==> config.mk <==
export PLATFORM = sky130hd
export DESIGN_NAME = seq_alu_flat
export DESIGN_NICKNAME = d
export VERILOG_FILES = /design/src/rtl/seq_alu_if.sv /design/src/rtl/seq_alu.sv /design/src/flat_wrapper.sv
export SDC_FILE = /design/constraint.sdc
export NUM_CORES = 1
export LEC_CHECK = 0
export ABC_AREA = 0
export CAP_MARGIN = 20
export CORE_AREA = 3 3 216 218
export CTS_CLUSTER_SIZE = 30
export DETAILED_ROUTE_END_ITERATION = 8
export DIE_AREA = 0 0 219 221
export PLACE_DENSITY = 0.38
export SYNTH_ARGS = -nofsm -noshare
export SYNTH_HDL_FRONTEND = slang
export SYNTH_SLANG_ARGS = --single-unit
==> constraint.sdc <==
create_clock -name clk -period 3.9 [get_ports clk]
set_clock_uncertainty 0.05 [all_clocks]
set_input_delay 0.39 -clock clk [delete_from_list [all_inputs] [get_ports clk]]
set_output_delay 0.39 -clock clk [all_outputs]
set_load 0.05 [all_outputs]
==> src/rtl/seq_alu_if.sv <==
// Operand/result bundle between a requester and seq_alu; clk/rst_f stay outside.
interface seq_alu_if #(
  parameter int WIDTH = 32
);
  logic             start;
  logic             flush;
  logic [3:0]       opcode;
  logic [WIDTH-1:0] a;
  logic [WIDTH-1:0] b;
  logic [WIDTH-1:0] result;
  logic [3:0]       stat;
  logic             busy;
  logic             done;

  modport master (
    output start, flush, opcode, a, b,
    input  result, stat, busy, done
  );

  modport slave (
    input  start, flush, opcode, a, b,
    output result, stat, busy, done
  );
endinterface

==> src/rtl/seq_alu.sv <==
// Sequential ALU: single-cycle arithmetic/logic ops, bit-serial shifts and rotates
// (one position per cycle), registered result and {C,V,N,Z} status.
module seq_alu #(
  parameter int WIDTH = 32,
  parameter int SHW   = 5
) (
  input logic      clk,
  input logic      rst_f,
  seq_alu_if.slave bus
);

  localparam int MSB = WIDTH - 1;

  typedef enum logic [1:0] {IDLE, SHIFT, DONE} state_e;

  typedef enum logic [3:0] {
    OP_NOP = 4'h0, OP_ADD = 4'h1, OP_SUB = 4'h2, OP_NOT = 4'h4,
    OP_OR  = 4'h5, OP_AND = 4'h6, OP_XOR = 4'h7, OP_RTR = 4'h8,
    OP_RTL = 4'h9, OP_SHR = 4'hA, OP_SHL = 4'hB
  } op_e;

  state_e           r_state;
  logic [WIDTH-1:0] r_a;
  logic [WIDTH-1:0] r_b;
  logic [3:0]       r_op;
  logic [SHW-1:0]   r_cnt;
  logic [WIDTH-1:0] r_result;
  logic [3:0]       r_stat;
  logic             r_busy;
  logic             r_done;

  logic [WIDTH:0]   w_sum;
  logic [WIDTH:0]   w_diff;
  logic [WIDTH-1:0] w_res;
  logic             w_c;
  logic             w_v;
  logic             w_wr;
  logic [WIDTH-1:0] w_step;
  logic             w_is_shift;

  assign w_sum      = {1'b0, r_a} + {1'b0, r_b};
  assign w_diff     = {1'b0, r_a} - {1'b0, r_b};
  assign w_is_shift = bus.opcode inside {OP_RTR, OP_RTL, OP_SHR, OP_SHL};

  // w_wr low means NOP/unused opcode: completion pulse only, result/stat hold.
  always_comb begin
    w_res = '0;
    w_c   = 1'b0;
    w_v   = 1'b0;
    w_wr  = 1'b1;
    case (r_op)
      OP_ADD: begin
        w_res = w_sum[MSB:0];
        w_c   = w_sum[WIDTH];
        w_v   = (r_a[MSB] == r_b[MSB]) && (w_sum[MSB] != r_a[MSB]);
      end
      OP_SUB: begin
        w_res = w_diff[MSB:0];
        w_c   = w_diff[WIDTH];
        w_v   = (r_a[MSB] != r_b[MSB]) && (w_diff[MSB] != r_a[MSB]);
      end
      OP_NOT:  w_res = ~r_a;
      OP_OR:   w_res = r_a | r_b;
      OP_AND:  w_res = r_a & r_b;
      OP_XOR:  w_res = r_a ^ r_b;
      default: w_wr  = 1'b0;
    endcase
  end

  always_comb begin
    w_step = r_a;
    case (r_op)
      OP_SHR:  w_step = {1'b0, r_a[MSB:1]};
      OP_SHL:  w_step = {r_a[MSB-1:0], 1'b0};
      OP_RTR:  w_step = {r_a[0], r_a[MSB:1]};
      OP_RTL:  w_step = {r_a[MSB-1:0], r_a[MSB]};
      default: w_step = r_a;
    endcase
  end

  always_ff @(posedge clk or posedge rst_f) begin
    if (rst_f) begin
      r_state  <= IDLE;
      r_a      <= '0;
      r_b      <= '0;
      r_op     <= '0;
      r_cnt    <= '0;
      r_result <= '0;
      r_stat   <= '0;
      r_busy   <= 1'b0;
      r_done   <= 1'b0;
    end else begin
      r_done <= 1'b0;
      case (r_state)
        IDLE: begin
          if (bus.start) begin
            r_a  <= bus.a;
            r_b  <= bus.b;
            r_op <= bus.opcode;
            if (w_is_shift) begin
              r_cnt   <= bus.b[SHW-1:0];
              r_busy  <= 1'b1;
              r_state <= SHIFT;
            end else begin
              r_state <= DONE;
            end
          end
        end
        DONE: begin
          r_done  <= 1'b1;
          r_state <= IDLE;
          if (w_wr) begin
            r_result <= w_res;
            r_stat   <= {w_c, w_v, w_res[MSB], ~|w_res};
          end
        end
        SHIFT: begin
          // Flush is tested before the terminal count so it wins on a tie.
          if (bus.flush) begin
            r_busy  <= 1'b0;
            r_state <= IDLE;
          end else if (r_cnt == '0) begin
            r_result <= r_a;
            r_stat   <= {2'b00, r_a[MSB], ~|r_a};
            r_done   <= 1'b1;
            r_busy   <= 1'b0;
            r_state  <= IDLE;
          end else begin
            r_a   <= w_step;
            r_cnt <= r_cnt - 1'b1;
          end
        end
        default: r_state <= IDLE;
      endcase
    end
  end

  assign bus.result = r_result;
  assign bus.stat   = r_stat;
  assign bus.busy   = r_busy;
  assign bus.done   = r_done;

endmodule

==> src/flat_wrapper.sv <==
// flat-port wrapper written by rule: the top's interface ports become plain ports
module seq_alu_flat 
#(
  parameter int WIDTH = 32,
  parameter int SHW   = 5
)
  (clk, rst_f, bus_start, bus_flush, bus_opcode, bus_a, bus_b, bus_result, bus_stat, bus_busy, bus_done);
  seq_alu_if #(.WIDTH(WIDTH)) bus_i ();
  input logic clk;
  input logic rst_f;
  input wire logic [$bits(bus_i.start)-1:0] bus_start;
  input wire logic [$bits(bus_i.flush)-1:0] bus_flush;
  input wire logic [$bits(bus_i.opcode)-1:0] bus_opcode;
  input wire logic [$bits(bus_i.a)-1:0] bus_a;
  input wire logic [$bits(bus_i.b)-1:0] bus_b;
  output wire logic [$bits(bus_i.result)-1:0] bus_result;
  output wire logic [$bits(bus_i.stat)-1:0] bus_stat;
  output wire logic [$bits(bus_i.busy)-1:0] bus_busy;
  output wire logic [$bits(bus_i.done)-1:0] bus_done;
  assign bus_i.start = bus_start;
  assign bus_i.flush = bus_flush;
  assign bus_i.opcode = bus_opcode;
  assign bus_i.a = bus_a;
  assign bus_i.b = bus_b;
  assign bus_result = bus_i.result;
  assign bus_stat = bus_i.stat;
  assign bus_busy = bus_i.busy;
  assign bus_done = bus_i.done;
  seq_alu #(.WIDTH(WIDTH), .SHW(SHW)) u_core (.clk(clk), .rst_f(rst_f), .bus(bus_i));
endmodule
==> results.sh <==
export IMPL_netlist_area_um2=11200
export IMPL_critical_path_cell_chain="inv_1 > ha_1 > a21o_1 > a31o_2 > o2111ai_1 > nand3_1 > a21oi_2 > a21oi_2 > buf_4 > and4b_1 > a311o_1 > a221oi_2 > o21ai_0 > mux2_2"
export IMPL_synth_nets=1640
export IMPL_synth_ff_latch_count=112
export IMPL_timing_final_hold_violations=0
export IMPL_cts_h_tree_depth=3
export IMPL_ratio_of_cells_with_drive_above_1_in_the_final_layout=0.209
export IMPL_worst_r2r_path_cells=14
export IMPL_grt_antenna_before_repair=0
export IMPL_via_count=11900
export IMPL_initial_utilization=0.249
export IMPL_max_freq_mhz=265
export IMPL_worst_endpoint_arrival_ps=4050
export IMPL_place_worst_setup_slack_ps=-403
export IMPL_synth_async_reset_ratio=1.00
export IMPL_worst_path_dominant_cell_family="compound AO/OA/AOI/OAI gates"
export IMPL_setup_slack_of_the_most_critical_reg_to_reg_path_ps=120
export IMPL_worst_setup_path_start_kind="flop"
export IMPL_globalRouteTotalUtil=0.213
export IMPL_drc_errors=0
export IMPL_final_antenna_net_count=0
export IMPL_yosysUniqueCellTypes=82
export IMPL_timing_worst_setup_path_type="reg -> reg"
export IMPL_postLayoutSetupSlackWorst_ps=123
export IMPL_fillers=4865
export IMPL_timing_critical_path_slowest_cell_delay_ps=400
export IMPL_n_antenna_cell=0
export IMPL_tritoncts_num_sinks=112
export IMPL_synth_area_per_cell_um2=7.66
export IMPL_gpl_final_weighted_congestion=0.922
export IMPL_synth_yosys_warnings=0
export IMPL_worstPathBufferInverterCount=2
export IMPL_dieWidth_um=219
export IMPL_path_common_cell="a21oi_2"
export IMPL_total_power_w=0.0160
export IMPL_clk_root_buffer_cell="clkbuf_16"
export IMPL_grt_pass1_wl_um=77900
export IMPL_vdd_ir_drop_max_mv=0.283
export IMPL_grt_max_degree=112
export IMPL_timing_critical_path_to_type="flop"
export IMPL_layout_common_cells="buf_4 (212), nand2_1 (171), o21ai_0 (150)"
export IMPL_die_height_um=221
export IMPL_detailed_routing_iterations_pass_1=5
export IMPL_area_growth_pct=33.8
export IMPL_final_report_max_slew_violation_count=0
export IMPL_timing_max_cap_violations=0
export IMPL_rows=78
export IMPL_status="complete, no violations"
export IMPL_critical_path_required_ps=4170
export IMPL_cts_path_max_buffers=2
export IMPL_design_core_area_um2=45100
export IMPL_min_delay_path_class="in -> async"
export IMPL_grt_overflow=0
export IMPL_finalNetCount=1879
export IMPL_crit_reg2reg_launch="u_core.r_b[4]"
export IMPL_cts_made_buffers=9
export IMPL_layout_cells_most_common="buf_4"
export IMPL_design_area_um2=15000
export IMPL_avgViaCountPerCell=5.17
export IMPL_critical_path_slowest_cell="dfrtp_1"
export IMPL_route_detailed_wl_per_inst_um=22.4
export IMPL_ys_seq_area_frac=0.250
export IMPL_period_share=0.969
export IMPL_wirelength_um=51700
export IMPL_insertion_delay_ps=420
export IMPL_critical_path_max_fanout=5
export IMPL_synth_edff_count=0
export IMPL_power_density_nw_per_um2=1060
export IMPL_grt_pass1_vias=12000
export IMPL_dr_first_iter_drc_count=871
export IMPL_postSynth_topFlopCell="dfrtp_1"
export IMPL_leakagePower_nw=6.45
export IMPL_clock_input_transition_at_the_sequential_cells_of_the_worst_setup_and_hold_paths_ps=100
export IMPL_dp_final_hpwl_um=40100
export IMPL_rsz_0062_raised_after_global_routing="true"
export IMPL_finalWorstPathRequiredPeriod_ps=3780
export IMPL_worst_slew_margin_rel=0.387
export IMPL_reg2reg_to="u_core.bus.stat[1]"
export IMPL_cts_tree="yes"
export IMPL_synthesized_netlist_cell_count=1465
export IMPL_die_area_um2=48400
export IMPL_post_dp_cell_area_um2=14300
export IMPL_setup_violations=0
export IMPL_number_of_top_level_pins=110
export IMPL_max_slew_worst_pin_slew_ps=917
export IMPL_port_buffer_count=109
==> worst max path at each step <==
stage	startpoint	endpoint	cells past startpoint
3_5_place_dp	u_core.r_a[3]	u_core.bus.stat[0]	16
2_1_floorplan	u_core.r_a[9]	u_core.bus.stat[1]	14
3_3_place_gp	u_core.r_a[3]	u_core.bus.stat[0]	16
6_report	u_core.r_b[4]	u_core.bus.stat[1]	14
4_1_cts	u_core.r_b[12]	u_core.bus.stat[0]	14
5_1_grt	u_core.r_b[1]	u_core.bus.stat[1]	14
==> worst register-to-register path, cell delays in order, from the launching register on <==
cell and delay [ps]:
dfrtp_1 400, inv_1 80, ha_1 310, a21o_1 210, a31o_2 280, o2111ai_1 340, nand3_1 280, a21oi_2 270
a21oi_2 120, buf_4 150, and4b_1 190, a311o_1 290, a221oi_2 320, o21ai_0 120, mux2_2 280
==> Yosys cell counts (5+ instances only) <==
cell type  number  area [um2]
nand2_1       173         649
o21ai_0       152         761
a21oi_1       115         576
inv_1         113         424
dfrtp_1       112        2800
nor2_1        109         409
ha_1          101        1260
clkbuf_1       78         293
o211ai_1       52         390
mux2_2         41         462
nor3_1         30         150
a211oi_1       28         210
nand3_1        26         130
nor4_1         21         131
nor2b_1        20         125
mux2i_1        18         180
o31ai_1        15         113
nand2b_1       14        87.6
buf_1          13        48.8
a31oi_1        12        75.1
o21bai_1       12        90.1
or3_1          12        75.1
a21o_1         11        82.6
o21a_1         11        82.6
o22ai_1        11        68.8
a311oi_1        8        70.1
o2111ai_1       8        70.1
xnor2_1         8        70.1
buf_2           7        35.0
nand4_1         7        43.8
a2111oi_0       6        52.6
a221oi_1        6        52.6
mux4_2          6         135
a221o_1         5        50.1
o311a_1         5        50.1
o31a_1          5        43.8
==> layer usage <==
layer  global-route usage  part of all wire
met1                0.290              0.46
met2                0.347              0.47
met3               0.0280             0.042
met4               0.0705             0.028
met5                    0                 0
==> power by group <==
group	internal [W]	switching (W)
combinational	0.00515	0.00764
clock	0.000480	0.000549
sequential	0.00165	0.000488
==> flip-flops by register name, indices dropped and copies added, names as in the netlist <==
register	cells
u_core.r_a	32
u_core.r_b	32
u_core.bus.result	31
u_core.r_cnt	5
u_core.bus.stat	4
u_core.r_op	4
u_core.r_state	2
u_core.bus.busy	1
u_core.bus.done	1
==> what timing repair did <==
action	in CTS	in global routing
setup buffers	2	9
setup endpoints to repair	2	7
hold buffers	0	0
gates resized for setup	6	57
pin swaps	4	18
==> final cells by class <==
| type | count | area (um2) | area share |
|---|---|---|---|
| Inverter | 115 | 434 | 0.0289 |
| Clock inverter | 5 | 48.8 | 0.00325 |
| Tap cell | 600 | 751 | 0.0500 |
| Clock buffer | 11 | 253 | 0.0168 |
| Multi-Input combinational cell | 1138 | 7910 | 0.527 |
| Timing Repair Buffer | 328 | 2810 | 0.187 |
| Sequential cell | 112 | 2800 | 0.187 |
==> per-stage QoR <==
step	hold slack, ps	setup TNS (ps)	util	std cells
floorplan	423	0	-	1465
global placement	412	-333	0.317	2282
detailed placement	419	-461	0.317	2282
CTS	265	0	0.325	2300
global route	322	-78.0	0.333	2309
finish	267	0	0.333	2309
==> logic make-up (layout without fill, tap and decap cells) <==
kind of cell,Yosys count,after routing,share of synthesized area
xor+xnor,9,9,0.00703
simple gates,433,433,0.176
fa+ha+maj,103,103,0.116
buf+inv,215,459,0.0737
flops,112,112,0.250
compound gates,528,528,0.308
mux,65,65,0.0693
Power figures use the tool's default switching activity.
